$ cat src/rtl/regfile_wb_sb.sv
// 32x32 writeback register file with a pending-write scoreboard for RAW hazard detection in ID.
// Optional write-through bypass of the writeback port is enabled with `define RF_BYPASS_EN.
module regfile_wb_sb #(
    parameter int NREG = 32,
    parameter int AW   = 5,
    parameter int DW   = 32
) (
    input  logic          clk,
    input  logic          clrn,
    input  logic [AW-1:0] rna,
    input  logic [AW-1:0] rnb,
    output logic [DW-1:0] qa,
    output logic [DW-1:0] qb,
    input  logic          wwreg,
    input  logic [AW-1:0] wn,
    input  logic [DW-1:0] d,
    input  logic          iss,
    input  logic [AW-1:0] dn,
    output logic          busy_a,
    output logic          busy_b,
    output logic [AW:0]   npend
);

    logic [DW-1:0]   regs [NREG];
    logic [NREG-1:0] busy;
    logic [NREG-1:0] busy_next;
    logic            wr_en;
    logic            set_en;
    logic            inc;
    logic            dec;

    assign wr_en  = wwreg && (wn != '0);
    assign set_en = iss && (dn != '0);

    // Clear from writeback first, then set from issue, so a newer producer wins on collision.
    always_comb begin
        busy_next = busy;
        if (wr_en)
            busy_next[wn] = 1'b0;
        if (set_en)
            busy_next[dn] = 1'b1;
        busy_next[0] = 1'b0;
    end

    // npend tracks the popcount of busy incrementally; a same-register collision nets to 0.
    assign inc = set_en && !busy[dn];
    assign dec = wr_en && busy[wn] && !(set_en && (dn == wn));

    always_ff @(posedge clk) begin
        if (!clrn) begin
            for (int i = 0; i < NREG; i++)
                regs[i] <= '0;
            busy  <= '0;
            npend <= '0;
        end else begin
            if (wr_en)
                regs[wn] <= d;
            busy  <= busy_next;
            npend <= npend + {{AW{1'b0}}, inc} - {{AW{1'b0}}, dec};
        end
    end

`ifdef RF_BYPASS_EN
    always_comb begin
        qa     = (rna == '0) ? '0 : regs[rna];
        qb     = (rnb == '0) ? '0 : regs[rnb];
        busy_a = busy[rna];
        busy_b = busy[rnb];
        if (wr_en && (rna == wn)) begin
            qa     = d;
            busy_a = 1'b0;
        end
        if (wr_en && (rnb == wn)) begin
            qb     = d;
            busy_b = 1'b0;
        end
    end
`else
    always_comb begin
        qa     = (rna == '0) ? '0 : regs[rna];
        qb     = (rnb == '0) ? '0 : regs[rnb];
        busy_a = busy[rna];
        busy_b = busy[rnb];
    end
`endif

endmodule
$ cat config.mk
export PLATFORM = sky130hd
export DESIGN_NAME = regfile_wb_sb
export DESIGN_NICKNAME = d
export VERILOG_FILES = /design/src/rtl/regfile_wb_sb.sv
export SDC_FILE = /design/constraint.sdc
export NUM_CORES = 2
export LEC_CHECK = 0
export ABC_CLOCK_PERIOD_IN_PS = 4510
export CORE_ASPECT_RATIO = 1.25
export CORE_UTILIZATION = 52
export DETAILED_ROUTE_END_ITERATION = 6
export PLACE_DENSITY = 0.82
export SETUP_SLACK_MARGIN = 0.02
export SKIP_LAST_GASP = 1
export SLEW_MARGIN = 20
export SYNTH_ARGS = -nofsm -noshare
export SYNTH_HDL_FRONTEND = slang
export SYNTH_SLANG_ARGS = --single-unit
$ cat constraint.sdc
create_clock -name clk -period 4.51 [get_ports clk]
set_clock_uncertainty 0.15 [all_clocks]
set_input_delay 0.902 -clock clk [delete_from_list [all_inputs] [get_ports clk]]
set_output_delay 0.902 -clock clk [all_outputs]
set_load 0.05 [all_outputs]
* Word-level counts from Yosys, hierarchy flattened
Memories as Yosys holds them, arrays and structs flattened. Cells that the tools add are included.
Storage, ports and cells: RAM bits 1024, register bits 38, memories 1
Operators by class: reduce and logical (&&, ||, !) cells 15, bitwise gates (word level) 3, muxes and demuxes 23, magnitude comparators 6, equal/unequal tests 1, add/sub/neg operators 2
Memory list:
- regs | words 32, width 32, read ports 2, clocked after Yosys merged registers in 0, wr ports 32, line 24 | logic [DW-1:0] regs [NREG];
Operators with widths (count):
- $mux W32 | 5
- $and A32 B32 Y32 | 1
- $not A32 Y32 | 1
- $or A32 B32 Y32 | 1
- $reduce_or A32 Y1 | 1
- $lt A5 B6 Y1 const B | 4
- $bmux W1 S5 | 4
- $mux W1 | 11
- $demux W1 S5 | 2
- $ge A5 B1 Y1 const B | 2
- $logic_not A5 Y1 | 2
- $reduce_bool A5 Y1 | 2
- $logic_and A1 B1 Y1 | 8
- $add A6 B1 Y6 | 1
- $sub A6 B1 Y6 | 1
- $eq A5 B5 Y1 | 1
- $mux W5 | 1
- $logic_not A1 Y1 | 2

* Depth between registers and ports, before layout
depth after elaboration 9, gate-level depth with buffers 14, gate-level depth less buffers 12

* Worst setup path after synthesis
No wires, ideal clock.
path kind input-to-reg, from input wn[0], to register busy[1], path slack -211 ps, data required time 4097 ps, setup time 263 ps, arrival time 4308 ps, cell stages on the path 5, path through clkbuf_1 -> buf_2 -> nand3b_1 -> o21ai_0 -> o32ai_1
On the way: word-level cells in the longest chain between the ends 9, elaborated cells between the ends (all ways) 12, classes of those cells order compare: 2; mux: 4; bitwise: 3; reduce/logical: 3
RTL lines:
- from (decl) | line 15 | input logic [AW-1:0] wn,
- $lt A5 B6 Y1 (implied by the code) / $ge A5 B1 Y1 (equally long branches) | line 39 | busy_next[wn] = 1'b0;
- $logic_and A1 B1 Y1 (implied by the code) | line 39
- $mux W1 (implied by the code) | line 39
- $demux W1 S5 | line 39
- $not A32 Y32 (no line)
- $and A32 B32 Y32 (no line)
- $mux W32 * | line 38 | if (wr_en)
- $or A32 B32 Y32 (no line)
- $mux W32 * | line 40 | if (set_en)
- to (signal assigned) | line 58 | busy <= busy_next;
- to (decl) | line 25 | logic [NREG-1:0] busy;
Every way passes the cells marked *; elsewhere a longest branch is shown, timed or not. A chain may end at the register's enable or synchronous reset.

* Final worst setup path
from input rna[1], to output qa[3]
On the way: word-level cells in the longest chain between the ends 2, elaborated cells between the ends (all ways) 3, classes of those cells mux: 1; reduce/logical: 1; memory: 1
RTL lines:
- from (decl) | line 10 | input logic [AW-1:0] rna,
- $mem_v2 Z32 W32 / $logic_not A5 Y1 (equally long branches)
- $mux W32 * | line 80 | qa = (rna == '0) ? '0 : regs[rna];
- to (decl) | line 12 | output logic [DW-1:0] qa,
Marks and branches as above.

==> run summary <==
TritonRoute pass-1 iters -> 7
Worst EP required -> 3.46 ns
FF-to-FF Start -> busy[11]
unrepaired setup endpoints after global routing -> no
Pleak -> 22.5 nW
gr usage total -> 33.5%
hold_sp -> busy[31]
CP max-delay cell -> a221oi_1
Max Fclk -> 224 MHz
post-synth cell types -> 53
R2R setup slack -> 1.20 ns
Crit. Startpoint -> rna[1]
Core Area -> 108000 sq um
violated checks -> DRC
setup_tns -> 0 ns
Avg Inst Size Synth -> 15.0 sq um
Mapped Area -> 56700 sq um
final hold slack -> 0.386 ns
Ys Warns -> 0
initial drt markers -> 6700
utilization after layout -> 59.8%
clock latency on the worst-skew pair -> 0.71 ns
DP Wirelength -> 114000 um
Power Dens Cells -> 372 nW/um^2
crit path max fanout -> 41
layout cells sized above 1 -> 29.3%
number of synthesized flops with an enable pin -> 1024
DRC violations left -> 21
post-synth top area cell -> edfxtp_1
Async S/R FF share, synth -> 0%
starting density of the core -> 52.4%
Slew Viols, Final -> 0
Die X -> 297 um
# IOs -> 128
CTS clk-pin slew, worst paths -> 0.07 ns
number of synthesized register bits -> 1061
Congestion Overflow GR -> 0
MaxCap Viol Count -> 0
Setup Crit Path Kind -> in -> out
first-pass GRT wire length -> 264000 um
Clock Sinks -> 1061
Peak VDD IR -> 0.337 mV
Yosys top cell area share -> 54.2%
Tot Pwr -> 24.1 mW
Worst path max stage delay -> 0.88 ns
H-Tree Depth -> 3
initial antenna violation count -> 14
Commonest cells post-synth -> 1024 x edfxtp_1, 995 x and2_1, 503 x mux4_2
Tightest Hold Check Type -> reg -> reg
final setup fails -> 0
Slew @ Worst Pin -> 1.15 ns
Resize count post-CTS -> 1
Critical Path AT -> 3.40 ns
CP Cell Sequence -> buf_8 -> buf_12 -> mux4_2 -> mux4_2 -> inv_1 -> a221oi_1 -> buf_12
synthesized instance count -> 3775
DRT antenna net count -> 0
Top Family by Delay on Critical Path -> buffers and inverters
sequential fraction of the synthesis area -> 55.6%
final wirelength -> 185000 um
Worst Setup End Kind -> output port
FP Rows -> 135
vias in the first global route -> 39000
# Post-CTS Setup Buffers -> 0
fin crit share -> 98.8%
Wirelength per Cell -> 34.2 um
Final Critical Period -> 4.46 ns
Buf/Inv on CP -> 4
hold_buf cts -> 0
Clock Tree Buf Depth -> 3
clk root buf -> clkbuf_16
Final nets -> 3954
pin count of the biggest net entering global routing -> 43
synth top area cells -> edfxtp_1 54%, mux4_2 20%, and2_1 11%
Layout area overhead -> 14.2%
CTS tree -> built
post-placement cell count -> 5219
Synth Flop Type -> edfxtp_1
die area -> 110000 sq um
I/O Buffers -> 127
max_slew headroom -> 22.9%
CTS Buf Count -> 108
Fin. Hold Viols -> 0
most common cell in the synthesized netlist -> edfxtp_1
die span in y -> 371 um
RePlAce Congestion -> 0.957
Cell Count, Final, Fillers Out -> 5419
run status -> complete, but fails checks
Via density -> 7.08
Via Count -> 38400
critical path startpoint category -> input port
tightest hold or removal path, delay by kind of cell (launching register included):
| kind | cells | cell delay (ns) |
|---|---|---|
| AO/OA/AOI/OAI | 1 | 0.07 |
| buffers and inverters | 1 | 0.07 |
| flip-flops | 1 | 0.35 |
final cells by class:
| cell class | count | area (sq um) |
|---|---|---|
| tap | 1438 | 1800 |
| clock inverter | 57 | 389 |
| inverter | 66 | 248 |
| sequential | 1061 | 31500 |
| antenna | 2 | 5.00 |
| timing repair buffer | 380 | 3970 |
| clock buffer | 141 | 2930 |
| fill | 7679 | 43500 |
| multi-input combinational | 2274 | 23900 |
through the flow:
step           setup slack (ns)  area, sq um
2_1_floorplan            -0.140        56800
3_3_place_gp            -0.0692        61500
3_5_place_dp             0.0118        61500
4_1_cts                   0.152        64800
5_1_grt                  0.0236        64700
6_report                 0.0545        64700
power by group:
part	internal [mW]	switching (mW)
Sequential	11.4	0.306
Combinational	1.54	2.22
Clock	4.78	3.87
Total	17.7	6.40
final timing paths:
kind,endpoint,cells after the start
min reg2reg,busy[31],2
max reg2reg,npend[4],12
min,busy[31],2
max,qa[3],7
sequential cells by signal, indices dropped and copies added (netlist names):
name / flops
regs: 1024
busy: 31
npend: 6
cells in the final DEF (no fill, tap or decap), drive strengths merged, types with 11 or more instances in the layout:
| cell | instances |
|---|---|
| inv | 70 |
| nand3 | 50 |
| o22ai | 23 |
| conb | 32 |
| buf | 340 |
| nand4 | 16 |
| nor2b | 11 |
| nor2 | 38 |
| mux4 | 503 |
| a211o | 24 |
| a221oi | 65 |
| o221ai | 55 |
| clkdlybuf4s50 | 39 |
| mux2i | 83 |
| dfxtp | 37 |
| and2 | 995 |
| clkbuf | 141 |
| a22o | 23 |
| o21ai | 35 |
| clkinv | 46 |
| mux2 | 104 |
| and3 | 33 |
| edfxtp | 1024 |
| a22oi | 42 |
| nand2 | 63 |
cell families after synthesis:
family | after synthesis | synth area share [%]
other | 1 | 0.00662
and+or+nand+nor | 1237 | 13.1
muxes | 690 | 23.5
buffers and inverters | 471 | 3.34
xor gates and xnor gates | 8 | 0.124
DFF | 1061 | 55.6
AOI/OAI and AO/OA | 300 | 4.16
adders and majority gates | 7 | 0.168
metal layers:
layer  vias to the layer above  wire, um  track usage [%]
li1                      14800         -                -
met1                     19000     58100             41.0
met2                      3681     84400             52.0
met3                       809     27400             8.68
met4                        18     15300             24.3
met5                         -       123                0
(Power assumes the default switching activity.)
